### config.mk
export PLATFORM = sky130hd
export DESIGN_NAME = jt6295_rom_arb
export DESIGN_NICKNAME = d
export VERILOG_FILES = /design/src/rtl/jt6295_pkg.sv /design/src/rtl/jt6295_rr4.sv /design/src/rtl/jt6295_rom_arb.sv
export SDC_FILE = /design/constraint.sdc
export NUM_CORES = 1
export LEC_CHECK = 0
export ABC_CLOCK_PERIOD_IN_PS = 9330
export CORE_ASPECT_RATIO = 0.9
export CORE_UTILIZATION = 45
export DETAILED_ROUTE_END_ITERATION = 7
export DONT_BUFFER_PORTS = 1
export PLACE_DENSITY = 0.61
export RECOVER_POWER = 100
export SLEW_MARGIN = 20
export SYNTH_ARGS = -nofsm -noshare
export SYNTH_HDL_FRONTEND = slang
export SYNTH_SLANG_ARGS = --single-unit
export TNS_END_PERCENT = 100
### constraint.sdc
create_clock -name clk -period 9.33 [get_ports clk]
set_input_delay 1.866 -clock clk [delete_from_list [all_inputs] [get_ports clk]]
set_output_delay 1.866 -clock clk [all_outputs]
set_load 0.1 [all_outputs]
### src/rtl/jt6295_pkg.sv
// Shared definitions for the JT6295 ROM arbiter: widths, requester
// indexing (channels 0..3, header at index NCH), FSM encoding and helpers.
package jt6295_pkg;
  localparam int AW       = 18;
  localparam int NCH      = 4;
  localparam int NREQ     = NCH + 1;
  localparam int HDR      = NCH;
  localparam int TOUT_DEF = 1023;

  typedef enum logic [1:0] {IDLE, ISSUE, WAIT, DLVR} state_t;

  // One-hot channel grant to binary index (0 when nothing is set)
  function automatic logic [1:0] oh2idx(input logic [NCH-1:0] oh);
    oh2idx = '0;
    for (int i = 0; i < NCH; i++)
      if (oh[i]) oh2idx = 2'(i);
  endfunction
endpackage

### src/rtl/jt6295_rr4.sv
// Four-way round-robin pick: search starts at ptr+1 and wraps, first
// pending channel found gets the one-hot grant.
module jt6295_rr4
  import jt6295_pkg::*;
(
  input  logic [NCH-1:0] req,
  input  logic [1:0]     ptr,
  output logic [NCH-1:0] gnt
);

  // Walk the four slots after the pointer, keep only the first hit
  always_comb begin
    logic [1:0] idx;
    idx = '0;
    gnt = '0;
    for (int i = 1; i <= NCH; i++) begin
      idx = ptr + 2'(i);
      if (req[idx] && gnt == '0) gnt[idx] = 1'b1;
    end
  end

endmodule

### src/rtl/jt6295_rom_arb.sv
// Shares one byte-wide ROM port between the header fetcher (highest
// priority) and four ADPCM channels (round-robin). Each requester keeps its
// last served address so a steady cs with an unchanged address is not
// refetched and its ok/dout simply hold.
// Optional build macro JT6295_ROM_ARB_TOUT_EN adds a WAIT-state timeout of
// TOUT cycles that delivers 8'h00 and sets the sticky tout_err flag.
module jt6295_rom_arb
  import jt6295_pkg::*;
#(
  parameter int TOUT = TOUT_DEF
) (
  input  logic                  clk,
  input  logic                  rst,
  input  logic                  hdr_cs,
  input  logic [AW-1:0]         hdr_addr,
  output logic [7:0]            hdr_dout,
  output logic                  hdr_ok,
  input  logic [NCH-1:0]        ch_cs,
  input  logic [NCH*AW-1:0]     ch_addr,
  output logic [NCH*8-1:0]      ch_dout,
  output logic [NCH-1:0]        ch_ok,
  output logic [AW-1:0]         rom_addr,
  output logic                  rom_cs,
  input  logic [7:0]            rom_data,
  input  logic                  rom_ok,
  output logic                  tout_err
);

  if (TOUT < 1) begin : g_tout_chk
    $error("jt6295_rom_arb: TOUT must be at least 1");
  end

  state_t                   state_q, state_d;
  logic [NREQ-1:0]          cs_v, pend, vld_q, ok_q, drop_q;
  logic [NREQ-1:0][AW-1:0]  addr_v, last_q;
  logic [NREQ-1:0][7:0]     dout_q;
  logic [NCH-1:0]           ch_gnt;
  logic [1:0]               ptr_q;
  logic [2:0]               win_q, win_d;
  logic                     tmo;

  assign cs_v   = {hdr_cs, ch_cs};
  assign addr_v = {hdr_addr, ch_addr};

  assign ch_dout  = dout_q[NCH-1:0];
  assign ch_ok    = ok_q[NCH-1:0];
  assign hdr_dout = dout_q[HDR];
  assign hdr_ok   = ok_q[HDR];

  // A requester wants service when its address is new or never served
  always_comb begin
    pend = '0;
    for (int i = 0; i < NREQ; i++)
      pend[i] = cs_v[i] && (!vld_q[i] || addr_v[i] != last_q[i]);
  end

  jt6295_rr4 u_rr (
    .req (pend[NCH-1:0]),
    .ptr (ptr_q),
    .gnt (ch_gnt)
  );

  // Header beats every channel; otherwise take the round-robin winner
  always_comb begin
    win_d = {1'b0, oh2idx(ch_gnt)};
    if (pend[HDR]) win_d = 3'(HDR);
  end

`ifdef JT6295_ROM_ARB_TOUT_EN
  localparam int CW = $clog2(TOUT + 1);
  logic [CW-1:0] tcnt;
  logic          terr;

  assign tmo      = (state_q == WAIT) && (tcnt == CW'(TOUT - 1));
  assign tout_err = terr;

  // Count WAIT cycles; the flag stays set until reset
  always_ff @(posedge clk) begin
    if (rst) begin
      tcnt <= '0;
      terr <= 1'b0;
    end else begin
      tcnt <= (state_q == WAIT && !rom_ok && !tmo) ? tcnt + 1'b1 : '0;
      if (tmo && !rom_ok) terr <= 1'b1;
    end
  end
`else
  assign tmo      = 1'b0;
  assign tout_err = 1'b0;
`endif

  // State register
  always_ff @(posedge clk) begin
    if (rst) state_q <= IDLE;
    else     state_q <= state_d;
  end

  // Next-state: one ISSUE cycle, then wait for the ROM (or a timeout)
  always_comb begin
    state_d = state_q;
    unique case (state_q)
      IDLE:    if (|pend) state_d = ISSUE;
      ISSUE:   state_d = WAIT;
      WAIT:    if (rom_ok || tmo) state_d = DLVR;
      DLVR:    state_d = IDLE;
      default: state_d = IDLE;
    endcase
  end

  // Datapath: ROM port, per-requester bookkeeping and ok/dout outputs
  always_ff @(posedge clk) begin
    if (rst) begin
      rom_cs   <= 1'b0;
      rom_addr <= '0;
      win_q    <= '0;
      ptr_q    <= 2'd3;
      vld_q    <= '0;
      last_q   <= '0;
      dout_q   <= '0;
      ok_q     <= '0;
      drop_q   <= '0;
    end else begin
      // ok falls as soon as a new request shows up, or right after a
      // delivery whose requester moved on while the fetch was in flight
      for (int i = 0; i < NREQ; i++)
        if (pend[i] || drop_q[i]) ok_q[i] <= 1'b0;
      drop_q <= '0;
      unique case (state_q)
        IDLE: if (|pend) begin
          win_q    <= win_d;
          rom_cs   <= 1'b1;
          rom_addr <= addr_v[win_d];
        end
        WAIT: if (rom_ok || tmo) begin
          dout_q[win_q] <= rom_ok ? rom_data : 8'h00;
          vld_q[win_q]  <= 1'b1;
          last_q[win_q] <= rom_addr;
        end
        DLVR: begin
          ok_q[win_q] <= 1'b1;
          rom_cs      <= 1'b0;
          if (win_q != 3'(HDR)) ptr_q <= win_q[1:0];
          if (!cs_v[win_q] || addr_v[win_q] != rom_addr) drop_q[win_q] <= 1'b1;
        end
        default: ;
      endcase
    end
  end

endmodule

==> results of run 1 <==
==> metal layers <==
layer,part of all wire,routed length [µm],up-vias,track usage
met5,0,0,-,0
met3,0.13,4320,66,0.104
met1,0.43,14600,4104,0.442
met2,0.42,14400,529,0.454
li1,-,-,4062,-
met4,0.028,977,0,0.112
==> cells by family after synthesis <==
| family | count (synthesis) | share of synthesized area |
|---|---|---|
| fa+ha+maj | 12 | 0.0158 |
| mux | 35 | 0.0509 |
| compound gates | 298 | 0.210 |
| flops | 171 | 0.361 |
| simple gates | 452 | 0.212 |
| xor+xnor | 108 | 0.0999 |
| buf+inv | 118 | 0.0503 |
| other cells | 1 | 0.000396 |
==> where the power goes <==
group | total (µW) | leakage (µW) | switching (µW) | internal (µW)
clock network | 759 | 0.000304 | 386 | 373
logic | 1240 | 0.00162 | 914 | 324
registers | 917 | 0.00138 | 125 | 792
==> area by class of cell <==
class	count	area, µm²
Timing Repair Buffer	37	173
Inverter	20	75.1
Sequential cell	171	3420
Clock inverter	15	206
Multi-Input combinational cell	906	5510
Fill cell	2044	10100
Tap cell	280	350
Clock buffer	17	425
==> synth_stat cells, types with 12 or more instances <==
cell type	instances
a221oi_1	22
clkbuf_1	85
nand4_1	26
xnor2_1	83
ha_1	12
nor2b_1	18
o21ai_0	29
nor2_1	32
mux2i_1	22
xor2_1	25
a211oi_1	16
or3_1	15
dfxtp_1	171
and3_1	14
nand2_1	302
o31ai_1	19
inv_1	19
a21oi_1	153
==> sequential cells by signal, indices dropped and copies added (netlist names) <==
signal / flops
drop_q: 5
state_q: 2
ptr_q: 2
ch_dout: 32
rom_addr: 18
ok_q: 5
hdr_dout: 8
win_q: 3
last_q: 90
vld_q: 5
rom_cs: 1
==> worst max-delay path, stage by stage <==
cell and delay [ps]:
xnor2_1 290, nand4_1 130, or4_1 470, o41ai_1 1390, o22ai_1 240, a211oi_1 1220, a211oi_1 190, and3_1 320
nand2b_1 630, a221oi_1 730, a21boi_0 190
==> through the flow <==
stage	instances	setup slack (ps)	instance area, µm²	hold WS [ps]
final	1446	1940	10200	468
after global routing	1446	1710	10200	484
after CTS	1446	3460	10400	464
after detailed placement	1414	3010	9740	454
after global placement	1414	2980	9740	448
after floorplan	1195	4460	9470	440
==> path summary, 6_finish.rpt <==
kind               startpoint          end  slack, ps  cells past startpoint
setup / recovery  ch_addr[56]  rom_addr[6]       1940                     11
hold / removal     last_q[83]   last_q[83]        470                      2
setup reg to reg   last_q[56]  rom_addr[6]       3010                     11
hold reg to reg    last_q[83]   last_q[83]        470                      2
==> reports/metrics.cfg, run 1 <==
[status]
status = finished with violations
violations = capacitance limit, slew limit

[global_routing]
grt_max_degree = 169
grt_pass1_vias = 8115
gr-total-overflow = 0
grt_pass1_wl_um = 51100
gr-usage-all-layers = 0.317
antenna_found_initial = 0

[clocking]
numCtsBuffers = 17
cts_tree = built
cts_max_path_buffers = 2
ctsResizeCount = 0
cts_num_sinks = 171
ctsHtreeMaxLevel = 4
clk_latency_ps = 450
cts_setup_buffers = 0
hold_buffers = 0
clk_pin_slew_ps = 80
clk_root_buffer_cell = clkbuf_16

[worst_setup_path]
cp_max_fo = 19
critPathRequiredTime_ps = 9630
arrival_ps = 7690
critPathKind = in2reg
start_kind = input pin
worstSetupEndpointType = register

[synthesis]
syn-instance-count = 1195
ys_seq_area_frac = 0.361
synth_top_area_frac = 0.361
synthesis.nets = 1313
synth-main-ff-cell = dfxtp_1
netlist.top_cell.by_area = dfxtp_1
syn_area_per_cell_um2 = 7.93
synthTopCellsByArea = dfxtp_1 (36%), nand2_1 (12%), a21oi_1 (8.1%), xnor2_1 (7.7%), clkbuf_1 (3.4%)
ys_types = 59
synth_edf_count = 0
yosys_register_bits = 171
synth.cell_area_um2 = 9470
yosysWarnings = 0
postSynth.asyncResetShare = 0

[final_layout]
area_growth_pct = 7.33
layout_common_cells = nand2_1 (302), dfxtp_1 (171), a21oi_1 (152)
mostFrequentLayoutCell = nand2_1
diodes = 0
final_util = 0.501
fin_nets = 1271
drive_gt1_frac = 0.0626

[power]
p_per_area_nw_per_um2 = 287
power.total_uw = 2920
power.leakage_uw = 0.00331
ir_drop_uv = 145

[route]
drt_iter0_markers = 1077
drc = 0
routed_wl_um = 34300
ant_nets = 0
avgViaCountPerCell = 6.06
post_drt_wl_per_cell_um = 23.7
drt-pass1-iter-count = 6
vias = 8761

[floorplan]
die_w_um = 155
start_util = 0.467
dieArea_um2 = 21600
core_area_um2 = 20300
io_pins = 171
die_h_um = 140
row_count = 49

[timing]
finalHoldViolations = 0
maxSlewViolCount = 139
clock.fmax_mhz = 135
rsz0062_at_grt = false
tightest_slew_ps = 1770
fin_crit_sh = 0.792
slew_headroom = -0.197
post-route-min-period_ps = 7390
finalSetupViolCount = 0
fin_tns_setup_ps = 0
finalClockSkew_ps = 14.6

[job]
max_cap_viol_count = 18

[placement]
place.gp.congestion = 0.910
io_buffer_count = 0
dpl.hpwl_um = 24900

[worst_hold_path]
hold_path_class = reg2reg

Note: power is estimated with default switching activity, not from simulation.
==> run 2: changes to the inputs <==
ABC_CLOCK_PERIOD_IN_PS = 6150   (was 9330)
PLACE_DENSITY = 0.63   (was 0.61)
clock period = 6.15 ns   (was 9.33 ns; I/O delays follow)
==> run 2 against run 1 <==
Clock skew up 3.7 ps. Die area did not move. Wire length decreased by 0.27%. Flip-flop and latch count unchanged. Power is 51% higher. Sequential power grew 55%. The flow still finishes with violations (capacitance limit, slew limit). Sequential share of layout area is 0.15 points lower. Worst setup slack worse by 1200 ps. Hold slack worse by 1.4 ps. Clock-buffer cell count unchanged. Global-route usage increased by 0.084 points.
==> reports/metrics.cfg, run 2 (synthesis gave the netlist of run 1 again) <==
[clocking]
clk_root_buffer_cell = clkbuf_16
cts_max_path_buffers = 2
clk_latency_ps = 450
numCtsBuffers = 17
cts_tree = built
clk_pin_slew_ps = 80
ctsHtreeMaxLevel = 4
ctsResizeCount = 0
hold_buffers = 0
cts_setup_buffers = 0
cts_num_sinks = 171

[final_layout]
fin_nets = 1272
mostFrequentLayoutCell = nand2_1
top_register = last_q
area_growth_pct = 7.81
fillCellCount = 1998
fin_area_um2 = 10200
layout_common_cells = nand2_1 (302), dfxtp_1 (171), a21oi_1 (152)
largest_reg_flops = 90
drive_gt1_frac = 0.0626

[route]
drt_iter0_markers = 1160
post_drt_wl_per_cell_um = 23.6
drc = 0
avgViaCountPerCell = 6.09
routed_wl_um = 34200
ant_nets = 0
drt-pass1-iter-count = 5
vias = 8813

[worst_hold_path]
hold_path_class = reg2reg

[worst_setup_path]
arrival_ps = 5720
critPathRequiredTime_ps = 6460
reg2reg_slack_ps = 1180
slowest_delay_ps = 1210
crit_slowest_cell = clkbuf_1
critical_path_depth = 8
cp_max_fo = 37
r2r_cells = 8
worstSetupEndpointType = register
critPathKind = in2reg
critical_path.top_delay_family = simple AND/OR/NAND/NOR gates
timing.rr.end = rom_addr[12]
endpoint = rom_addr[12]
startpoint = hdr_addr[3]
crit_buf_inv = 1
path_cells = xnor2_1 -> nand4_1 -> or4_1 -> o41ai_1 -> clkbuf_1 -> nand2_1 -> a221oi_1 -> a211oi_2
timing.rr.start = last_q[75]
start_kind = input pin

[power]
power.total_uw = 4390
power.leakage_uw = 0.00333
p_per_area_nw_per_um2 = 430
ir_drop_uv = 196

[timing]
setup_slack_ps = 741
finalHoldViolations = 0
rsz0062_at_grt = false
maxSlewViolCount = 129
clock.fmax_mhz = 185
post-route-min-period_ps = 5410
slew_headroom = -0.188
finalClockSkew_ps = 18.4
tightest_slew_ps = 1780
finalSetupViolCount = 0
fin_crit_sh = 0.879
worst_hold_slack_ps = 466
fin_tns_setup_ps = 0

[global_routing]
gr-usage-met1 = 0.450
grt_pass1_vias = 8060
antenna_found_initial = 0
grtUsageMet2 = 0.443
grt_max_degree = 169
grt_pass1_wl_um = 51200
use_met3 = 0.106
gr-usage-all-layers = 0.318
grt.busiest_layer = met1
gr-total-overflow = 0

[floorplan]
dieArea_um2 = 21600
start_util = 0.467
row_count = 49
core_area_um2 = 20300
io_pins = 171
die_w_um = 155
die_h_um = 140

[job]
max_cap_viol_count = 14

[status]
status = finished with violations
violations = capacitance limit, slew limit

[placement]
place_area_um2 = 9740
place_ws_ps = 786
dpl.hpwl_um = 24800
io_buffer_count = 0
place.gp.congestion = 0.928

==> run 2: changes by cell type in the layout (fill, tap and decap cells not counted), sizes merged <==
cell | previous run | this run
inv | 28 | 26
bufinv | 0 | 1
clkbuf | 45 | 46
clkinv | 7 | 8
diode | 0 | 1
==> run 2: metrics by stage <==
step	util	cells
6_report	0.503	1448
5_1_grt	0.503	1447
4_1_cts	0.511	1447
3_5_place_dp	0.480	1415
3_3_place_gp	0.480	1415
2_1_floorplan	-	1195
==> run 2: metal layers <==
layer  wire [µm]  vias up
met5           0        -
met4        1140        0
met3        4230       81
met2       14200      501
met1       14600     4167
li1            -     4064
==> run 2: layout make-up <==
cell class                 count  area [µm²]  area share
sequential                   171        3420       0.335
antenna                        1        2.50    0.000245
timing repair buffer          38         176      0.0173
tap                          280         350      0.0343
multi-input combinational    906        5560       0.545
inverter                      20        75.1     0.00735
clock inverter                15         196      0.0192
clock buffer                  17         425      0.0417
==> run 2: tightest hold or removal path: cells and delay by family, from the launching register on <==
kind            cells  cell delay, ps
compound gates      1              50
flops               1             320
simple gates        1              50
==> run 2: report_power, final <==
part	internal, µW	total [µW]	switching, µW	leakage (µW)
sequential	1200	1420	215	0.00138
combinational	497	1840	1350	0.00164
clock	589	1130	542	0.000304
==> run 2: how the worst min path moves through the flow <==
stage	slack, ps	cells past startpoint	startpoint	end
floorplan	440	2	vld_q[0]	vld_q[0]
global placement	450	2	last_q[65]	last_q[65]
detailed placement	450	2	last_q[34]	last_q[34]
CTS	460	2	last_q[34]	last_q[34]
global route	480	2	last_q[45]	last_q[45]
finish	470	2	last_q[8]	last_q[8]
